## config.mk

```make
export PLATFORM = sky130hd
export DESIGN_NAME = vec4_processor
export DESIGN_NICKNAME = d
export VERILOG_FILES = /design/src/rtl/vec4_processor.sv
export SDC_FILE = /design/constraint.sdc
export NUM_CORES = 2
export LEC_CHECK = 0
export BUFFER_PORTS_ARGS = -buffer_cell sky130_fd_sc_hd__buf_4
export CAP_MARGIN = 15
export CORE_UTILIZATION = 58
export CTS_CLUSTER_DIAMETER = 100
export DETAILED_ROUTE_END_ITERATION = 8
export HOLD_SLACK_MARGIN = 0.15
export PLACE_DENSITY = 0.89
export SLEW_MARGIN = 40
export SYNTH_ARGS = -nofsm -noshare
export SYNTH_HDL_FRONTEND = slang
export SYNTH_SLANG_ARGS = --single-unit
export TNS_END_PERCENT = 1
```

## constraint.sdc

```tcl
create_clock -name clk -period 9.8 [get_ports clk]
set_clock_uncertainty 0.05 [all_clocks]
set_input_delay 2.94 -clock clk [delete_from_list [all_inputs] [get_ports clk]]
set_output_delay 2.94 -clock clk [all_outputs]
set_load 0.03 [all_outputs]
```

## src/rtl/vec4_processor.sv

```systemverilog
// Shader vector-op responder: one 4-lane 8.8 fixed-point operation per start pulse,
// sequenced over a shared multiplier and a restoring square-root unit.
module vec4_processor #(
    parameter int DATA_WIDTH   = 16,
    parameter int VECTOR_WIDTH = 4,
    parameter int FRAC_BITS    = 8
) (
    input  logic                               clk,
    input  logic                               rst_n,
    input  logic                               vp_start,
    input  logic [3:0]                         vp_operation,
    input  logic [DATA_WIDTH*VECTOR_WIDTH-1:0] vp_vec_a,
    input  logic [DATA_WIDTH*VECTOR_WIDTH-1:0] vp_vec_b,
    input  logic [DATA_WIDTH-1:0]              vp_scalar,
    output logic                               vp_busy,
    output logic                               vp_done,
    output logic [DATA_WIDTH*VECTOR_WIDTH-1:0] vp_result,
    output logic                               vp_result_valid
);

    // state     | meaning
    // S_IDLE    | waiting for vp_start
    // S_ALU     | lane-wise add/sub/min/max/reserved (compute, then finish)
    // S_MUL_SEQ | MUL/SCALE/DOT: one lane per cycle through the shared multiplier
    // S_SQRT    | LENGTH: 4 squaring cycles, 17 root iterations, finish
    // S_DONE    | one-cycle completion pulse; a new start is accepted here
    localparam logic [2:0] S_IDLE    = 3'd0;
    localparam logic [2:0] S_ALU     = 3'd1;
    localparam logic [2:0] S_MUL_SEQ = 3'd2;
    localparam logic [2:0] S_SQRT    = 3'd3;
    localparam logic [2:0] S_DONE    = 3'd4;

    localparam logic [3:0] OP_ADD    = 4'd0;
    localparam logic [3:0] OP_SUB    = 4'd1;
    localparam logic [3:0] OP_MUL    = 4'd2;
    localparam logic [3:0] OP_DOT    = 4'd3;
    localparam logic [3:0] OP_SCALE  = 4'd4;
    localparam logic [3:0] OP_LENGTH = 4'd5;
    localparam logic [3:0] OP_MIN    = 4'd6;
    localparam logic [3:0] OP_MAX    = 4'd7;

    localparam int DW = DATA_WIDTH;
    localparam int VW = DATA_WIDTH * VECTOR_WIDTH;
    localparam int PW = 2 * DW + 2;

    localparam logic [4:0] CNT_LANES    = 5'd4;
    localparam logic [4:0] CNT_SQRT_END = 5'd21;

    localparam logic signed [PW-1:0] DOT_MAX = 34'sd32767;
    localparam logic signed [PW-1:0] DOT_MIN = -34'sd32768;

    logic [2:0]    state_q, state_d;
    logic [4:0]    cnt_q, cnt_d;
    logic [3:0]    op_q, op_d;
    logic [VW-1:0] a_q, a_d;
    logic [VW-1:0] b_q, b_d;
    logic [DW-1:0] scl_q, scl_d;
    logic [PW-1:0] acc_q, acc_d;
    logic [DW+1:0] rem_q, rem_d;
    logic [DW:0]   root_q, root_d;
    logic [VW-1:0] tmp_q, tmp_d;
    logic [VW-1:0] result_q, result_d;
    logic          busy_q, busy_d;
    logic          done_q, done_d;

    function automatic logic [DW-1:0] lane_of(input logic [VW-1:0] v, input logic [1:0] i);
        return v[VW-1-DW*int'(i) -: DW];
    endfunction

    logic [1:0]           lane;
    logic [DW-1:0]        mul_x, mul_y;
    logic                 mul_signed;
    logic signed [DW:0]   mul_xe, mul_ye;
    logic signed [PW-1:0] prod;
    logic [DW-1:0]        prod_usat;

    assign lane = cnt_q[1:0];

    // Single shared multiplier; operands widened by one bit so signed and unsigned share it.
    always_comb begin
        mul_x      = lane_of(a_q, lane);
        mul_signed = (op_q == OP_DOT) || (op_q == OP_LENGTH);
        case (op_q)
            OP_SCALE:  mul_y = scl_q;
            OP_LENGTH: mul_y = lane_of(a_q, lane);
            default:   mul_y = lane_of(b_q, lane);
        endcase
        mul_xe = mul_signed ? $signed({mul_x[DW-1], mul_x}) : $signed({1'b0, mul_x});
        mul_ye = mul_signed ? $signed({mul_y[DW-1], mul_y}) : $signed({1'b0, mul_y});
        prod   = PW'(mul_xe) * PW'(mul_ye);
        if (|prod[2*DW-1:DW+FRAC_BITS]) begin
            prod_usat = '1;
        end else begin
            prod_usat = prod[DW+FRAC_BITS-1:FRAC_BITS];
        end
    end

    logic [VW-1:0] alu_res;

    always_comb begin
        alu_res = '0;
        for (int i = 0; i < VECTOR_WIDTH; i++) begin
            case (op_q)
                OP_ADD: alu_res[i*DW +: DW] = a_q[i*DW +: DW] + b_q[i*DW +: DW];
                OP_SUB: alu_res[i*DW +: DW] = a_q[i*DW +: DW] - b_q[i*DW +: DW];
                OP_MIN: alu_res[i*DW +: DW] =
                    ($signed(a_q[i*DW +: DW]) < $signed(b_q[i*DW +: DW])) ? a_q[i*DW +: DW] : b_q[i*DW +: DW];
                OP_MAX: alu_res[i*DW +: DW] =
                    ($signed(a_q[i*DW +: DW]) > $signed(b_q[i*DW +: DW])) ? a_q[i*DW +: DW] : b_q[i*DW +: DW];
                default: alu_res[i*DW +: DW] = '0;
            endcase
        end
    end

    logic signed [PW-1:0] dot_sh;
    logic [DW-1:0]        dot_sat;
    logic [DW+3:0]        rem_sh;
    logic [DW+3:0]        trial;
    logic                 sqrt_ge;
    logic [DW-1:0]        root_sat;

    always_comb begin
        dot_sh = $signed(acc_q) >>> FRAC_BITS;
        if (dot_sh > DOT_MAX) begin
            dot_sat = DOT_MAX[DW-1:0];
        end else if (dot_sh < DOT_MIN) begin
            dot_sat = DOT_MIN[DW-1:0];
        end else begin
            dot_sat = dot_sh[DW-1:0];
        end
        // Restoring root: bring down the next two radicand bits from the top of acc_q.
        rem_sh   = {rem_q, acc_q[PW-1:PW-2]};
        trial    = {1'b0, root_q, 2'b01};
        sqrt_ge  = (rem_sh >= trial);
        root_sat = root_q[DW] ? '1 : root_q[DW-1:0];
    end

    always_comb begin
        state_d  = state_q;
        cnt_d    = cnt_q;
        op_d     = op_q;
        a_d      = a_q;
        b_d      = b_q;
        scl_d    = scl_q;
        acc_d    = acc_q;
        rem_d    = rem_q;
        root_d   = root_q;
        tmp_d    = tmp_q;
        result_d = result_q;
        busy_d   = busy_q;
        done_d   = 1'b0;

        case (state_q)
            S_IDLE, S_DONE: begin
                state_d = S_IDLE;
                if (vp_start) begin
                    op_d   = vp_operation;
                    a_d    = vp_vec_a;
                    b_d    = vp_vec_b;
                    scl_d  = vp_scalar;
                    cnt_d  = '0;
                    acc_d  = '0;
                    rem_d  = '0;
                    root_d = '0;
                    busy_d = 1'b1;
                    case (vp_operation)
                        OP_MUL, OP_DOT, OP_SCALE: state_d = S_MUL_SEQ;
                        OP_LENGTH:                state_d = S_SQRT;
                        default:                  state_d = S_ALU;
                    endcase
                end
            end
            S_ALU: begin
                if (cnt_q == 5'd0) begin
                    tmp_d = alu_res;
                    cnt_d = 5'd1;
                end else begin
                    result_d = tmp_q;
                    done_d   = 1'b1;
                    busy_d   = 1'b0;
                    state_d  = S_DONE;
                end
            end
            S_MUL_SEQ: begin
                if (cnt_q < CNT_LANES) begin
                    if (op_q == OP_DOT) begin
                        acc_d = acc_q + $unsigned(prod);
                    end else begin
                        tmp_d[VW-1-DW*int'(lane) -: DW] = prod_usat;
                    end
                    cnt_d = cnt_q + 5'd1;
                end else if ((op_q == OP_DOT) && (cnt_q == CNT_LANES)) begin
                    tmp_d = {dot_sat, {(VW-DW){1'b0}}};
                    cnt_d = cnt_q + 5'd1;
                end else begin
                    result_d = tmp_q;
                    done_d   = 1'b1;
                    busy_d   = 1'b0;
                    state_d  = S_DONE;
                end
            end
            S_SQRT: begin
                if (cnt_q < CNT_LANES) begin
                    acc_d = acc_q + $unsigned(prod);
                    cnt_d = cnt_q + 5'd1;
                end else if (cnt_q < CNT_SQRT_END) begin
                    if (sqrt_ge) begin
                        rem_d  = (DW+2)'(rem_sh - trial);
                        root_d = {root_q[DW-1:0], 1'b1};
                    end else begin
                        rem_d  = rem_sh[DW+1:0];
                        root_d = {root_q[DW-1:0], 1'b0};
                    end
                    acc_d = {acc_q[PW-3:0], 2'b00};
                    cnt_d = cnt_q + 5'd1;
                end else begin
                    result_d = {root_sat, {(VW-DW){1'b0}}};
                    done_d   = 1'b1;
                    busy_d   = 1'b0;
                    state_d  = S_DONE;
                end
            end
            default: begin
                state_d = S_IDLE;
                busy_d  = 1'b0;
            end
        endcase
    end

    always_ff @(posedge clk or negedge rst_n) begin
        if (!rst_n) begin
            state_q  <= S_IDLE;
            cnt_q    <= '0;
            op_q     <= '0;
            a_q      <= '0;
            b_q      <= '0;
            scl_q    <= '0;
            acc_q    <= '0;
            rem_q    <= '0;
            root_q   <= '0;
            tmp_q    <= '0;
            result_q <= '0;
            busy_q   <= 1'b0;
            done_q   <= 1'b0;
        end else begin
            state_q  <= state_d;
            cnt_q    <= cnt_d;
            op_q     <= op_d;
            a_q      <= a_d;
            b_q      <= b_d;
            scl_q    <= scl_d;
            acc_q    <= acc_d;
            rem_q    <= rem_d;
            root_q   <= root_d;
            tmp_q    <= tmp_d;
            result_q <= result_d;
            busy_q   <= busy_d;
            done_q   <= done_d;
        end
    end

    assign vp_busy         = busy_q;
    assign vp_done         = done_q;
    assign vp_result_valid = done_q;
    assign vp_result       = result_q;

endmodule

```

; Word-level counts from Yosys, hierarchy flattened
; Cells that the tools add are included.
[totals]
mem_bits_ro = 0
latch_bits = 0
mem_count = 0
ff_bits = 355
output_inout_bits = 67
input_bits = 151
ramBits = 0
[classes]
eq_ne = 28
magnitude_cmp = 13
add_sub_neg = 13
reduce_logical = 21
mux = 75
multipliers = 1
bitwise = 0
div_mod_pow = 0
shifts = 4
[ops]
columns = op, count
row1 = 2-to-1 mux 64 bit, 9
row2 = one-hot mux 16 bit (4 select lines), 4
row3 = 2-to-1 mux 16 bit, 12
row4 = one-hot mux 64 bit (3 select lines), 1
row5 = 2-to-1 mux 34 bit, 5
row6 = indexed part select 79 x 7 -> 16 bit, 2
row7 = one-hot mux 64 bit (2 select lines), 1
row8 = one-hot mux 34 bit (3 select lines), 1
row9 = 2-to-1 mux 17 bit, 5
row10 = "variable shift 16 x 33 -> 79 bit, first input constant", 1
row11 = indexed part select 16 x 33 -> 79 bit, 1
row12 = 2-to-1 mux 18 bit, 4
row13 = adder 16 bit, 4
row14 = bitwise mux 64 bit, 1
row15 = > comparator 16 bit, 4
row16 = < comparator 16 bit, 4
row17 = subtractor 16 bit, 4
row18 = one-hot mux 18 bit (2 select lines), 1
row19 = adder 34 bit, 1
row20 = multiplier 17 x 17 -> 34 bit, 1
row21 = one-hot mux 17 bit (2 select lines), 1
row22 = negator 7 -> 33 bit, 1
row23 = one-hot mux 16 bit (2 select lines), 1
row24 = 2-to-1 mux 5 bit, 6
row25 = other kinds (40), 80

; Logic depth before layout (Yosys ltp)
[logic_depth]
ltp_word = 12
depth_mapped = 40
ltp_nobuf = 37

; Worst setup path before layout
; Ideal clock, no wire load.
[synth_timing]
kind = reg2reg
startpoint = register cnt_q[0]
endpoint = register acc_q[33]
arrival_time_ns = 9.568
setup_ns = 0.069
required_time_ns = 9.681
synth_period_minus_slack_ns = 9.687
setup_slack_ns = 0.113
path_stages_with_launch = 39
cell_sequence = dfrtp_1 -> clkbuf_1 -> buf_1 -> clkbuf_1 -> mux2i_1 -> nand2_1 -> o21ai_1 -> nand2_1 -> o21ai_0 -> a21oi_1 -> clkbuf_1 -> nand2_1 -> fa_1 -> inv_1 -> fa_1 -> inv_1 -> fa_1 -> inv_1 -> [3 not listed] -> fa_1 -> inv_1 -> ha_1 -> and3_1 -> a221o_1 -> or3_4 -> o211ai_1 -> xnor2_1 -> ha_1 -> a21o_1 -> a31oi_1 -> and2_1 -> and4_1 -> nor4_1 -> o2111ai_1 -> a211oi_1 -> or4_1 -> nand3_1
[synth_between]
elab_chain_cells = 9
word_cells_on_any_way = 17
classes_between = add/sub (2) / mul (1) / order compare (2) / eq/ne (2) / shift (2) / mux (7) / reduce/logical (1)
[synth_lines]
columns = element, line_no
row1 = "start, declared", 53  ; logic [4:0] cnt_q, cnt_d;
row2 = "start signal, assigned", 247  ; cnt_q <= cnt_d;
row3 = subtractor 6 x 6 -> 7 bit, 67  ; return v[VW-1-DW*int'(i) -: DW];
row4 = indexed part select 79 x 7 -> 16 bit, 67
row5 = one-hot mux 16 bit (2 select lines), 83  ; case (op_q)
row6 = 2-to-1 mux 17 bit, 89  ; mul_ye = mul_signed ? $signed({mul_y[DW-1], mul_y}) : $signed({1'b0, mul_y});
row7 = multiplier 17 x 17 -> 34 bit, 90  ; prod = PW'(mul_xe) * PW'(mul_ye);
row8 = adder 34 bit, "187, 204"
row9 = 2-to-1 mux 34 bit, 186  ; if (op_q == OP_DOT) begin
row10 = 2-to-1 mux 34 bit, 185  ; if (cnt_q < CNT_LANES) begin
row11 = one-hot mux 34 bit (3 select lines), 153  ; case (state_q)
row12 = "end signal, assigned", 238  ; acc_q <= '0;
row13 = "end signal, assigned", 252  ; acc_q <= acc_d;
row14 = "end, declared", 58  ; logic [PW-1:0] acc_q, acc_d;
; Parallel ways exist; a longest one is shown, timed or not. The select of a mux whose other input is x is not followed.
; A chain may end at the register's enable or synchronous reset.

; Final worst setup path
[layout_timing]
startpoint = register cnt_q[0]
endpoint = register acc_q[29]
; Same word-level chain as after synthesis.

==> results.json <==
{
  "dp_hpwl_um": 112000,
  "hold_path_class": "register to register",
  "fin_cells": 5669,
  "period_needed_ns": 9.46,
  "busiest_layer": "met2",
  "clockRootBuffer": "clkbuf_16",
  "critPathBufInv": 7,
  "cts.reportedPaths.clkPinSlew_ns": 0.08,
  "drt_iter0_drc": 5159,
  "critPathTopFamily": "adder cells",
  "synth_common_cells": "764 x nand2_1, 486 x inv_1, 365 x nor2_1, 355 x dfrtp_1, 305 x fa_1",
  "use_met3": 0.117,
  "num-nets-final": 5500,
  "postSynth.asyncResetShare": 1.00,
  "setup-violations-final": 0,
  "final_max_slew_viol_count": 0,
  "cts_buffers": 42,
  "startpoint_type": "register",
  "die_area_sq_um": 65900,
  "synth-edff-count": 0,
  "grt.total_usage": 0.423,
  "drt_wl_total_um": 142000,
  "criticalPathCategory": "register to register",
  "worstHoldStart": "vp_result[38]",
  "synth_nets": 5295,
  "hold_viol": 0,
  "grt_max_degree": 120,
  "fmax_mhz": 106,
  "clock_sinks": 355,
  "grt-ovfl-total": 0,
  "cp_slowest_cell": "fa_1",
  "syn_inst": 4573,
  "drcViolationCount": 0,
  "fillers": 5335,
  "io_buffer_count": 217,
  "synth_most_common_cell": "nand2_1",
  "tns_ns": 0,
  "cts_buffer_depth": 3,
  "crit_start": "cnt_q[0]",
  "synth.top_cell.area_share": 0.236,
  "ant_nets": 0,
  "use_met1": 0.590,
  "cp_data_required_time_ns": 10.24,
  "grt_first_pass_wirelength_um": 212000,
  "via_per_inst": 6.49,
  "insertion_delay_ns": 0.61,
  "cts_hold_buf": 0,
  "die_x_um": 257,
  "area_growth_pct": 13.0,
  "post_drt_wl_per_cell_um": 25.0,
  "die_height_um": 257,
  "final_min_period_over_clock_period": 0.966,
  "crit_arrival_ns": 9.90,
  "netlist_area_sq_um": 37600,
  "placed_cells": 5578,
  "cts_tree": "done",
  "synth.area.top_cells": "dfrtp_1 24%, fa_1 16%, ha_1 8.8%",
  "drv_cap": 0,
  "ios": 218,
  "vias": 36800,
  "slew_headroom": 0.322,
  "cts-htree-levels": 2,
  "layout-drive-gt1-share": 0.117,
  "rsz0062_at_grt": "no",
  "gr-usage-met2": 0.607,
  "status": "completed",
  "ys_seq_elements": 355,
  "synth_flop_cell": "dfrtp_1",
  "yosys.area.top_type": "dfrtp_1",
  "place_congestion": 1.07,
  "drt_first_pass_iters": 9,
  "r2r-start": "cnt_q[0]",
  "design.core.area_sq_um": 64200,
  "grt_pass1_vias": 34800,
  "worstPathMaxFanout": 9,
  "end_kind": "register",
  "antenna_found_initial": 7,
  "rows": 93,
  "synth_warnings": 0,
  "start_util": 0.586,
  "worst_slew_pin_slew_ns": 1.01,
  "syn_area_per_cell_sq_um": 8.23,
  "post_synth_num_cell_types": 83,
  "ys_seq_area_frac": 0.236,
  "cpPeakStageDelay_ns": 0.56
}
path summary, 6_finish.rpt:
check / end / slack, ns / depth (start not counted)
worst min register to register: vp_result[38] / 0.42 / 2
worst max-delay path: acc_q[29] / 0.34 / 33
max in group asynchronous: a_q[42] / 6.06 / 3
min in group asynchronous: vp_result[36] / 2.24 / 1
worst max register to register: acc_q[29] / 0.34 / 33
worst min-delay path: vp_result[38] / 0.42 / 2
area by class of cell:
cell class,instances,area (sq um),area share
diodes,3,7.51,0.000177
clock buffers,56,1210,0.0286
clock inverters,21,288,0.00677
inverters,489,1840,0.0432
multi-input cells,3506,26200,0.616
flip-flops and latches,355,8890,0.209
well taps,855,1070,0.0252
repair buffers,384,3010,0.0707
worst min-delay path, cell delays in order, from the launching register on:
cell,delay [ns]
dfrtp_1,0.34
nand2_1,0.05
nand2_1,0.05
cells in the final DEF (no fill, tap or decap), drive strengths merged, types with 27 or more instances in the layout:
cell and instances:
nand2b 47, clkbuf 58, or3 27, a21o 62, nor2 365, nand3 135, xnor2 89, a21oi 250
fa 305, xor2 29, nor3 71, ha 266, mux2i 95, o31ai 34, o21ai 301, nor2b 33
dfrtp 355, o22ai 34, nor4 31, o221ai 55, buf 382, o21a 45, nand4 34, a31oi 36
a211oi 30, o211ai 32, nand2 764, inv 494
registers in the layout (all words and copies together) (netlist names):
register	flops
a_q	64
tmp_q	64
scl_q	16
acc_q	34
rem_q	18
vp_result	64
root_q	17
b_q	64
op_q	4
state_q	3
vp_busy	1
cnt_q	5
vp_done	1
cell families (layout without fill, tap and decap cells):
group / Yosys count / after routing / synth area share
compound gates: 1078 / 1078 / 0.184
simple gates: 1602 / 1602 / 0.187
flops: 355 / 355 / 0.236
mux: 137 / 137 / 0.0432
other cells: 0 / 3 / 0
buf+inv: 712 / 950 / 0.0712
fa+ha+maj: 571 / 571 / 0.251
xor+xnor: 118 / 118 / 0.0275
per-stage QoR:
step	util	cell area (sq um)	worst slack (ns)	hold slack (ns)
after floorplan	-	37600	0.113	0.395
after global placement	0.635	40800	0.565	0.401
after detailed placement	0.636	40800	0.384	0.407
after CTS	0.659	42300	0.353	0.421
after global routing	0.662	42500	0.0328	0.447
final	0.662	42500	0.336	0.416
per-layer routing:
| metal | vias up | part of all wire |
|---|---|---|
| met5 | - | 0.00039 |
| met4 | 8 | 0.058 |
| met3 | 466 | 0.14 |
| met2 | 2555 | 0.41 |
| met1 | 17700 | 0.39 |
| li1 | 16000 | - |
repair_timing:
item,CTS,global route
setup buffers,0,8
resized for setup,0,7
hold endpoints to repair,0,0
setup endpoints to repair,0,7
Power is left out: the tool's default activity adds up to more than one toggle a clock period on the data nets, which glitch-free logic cannot reach.
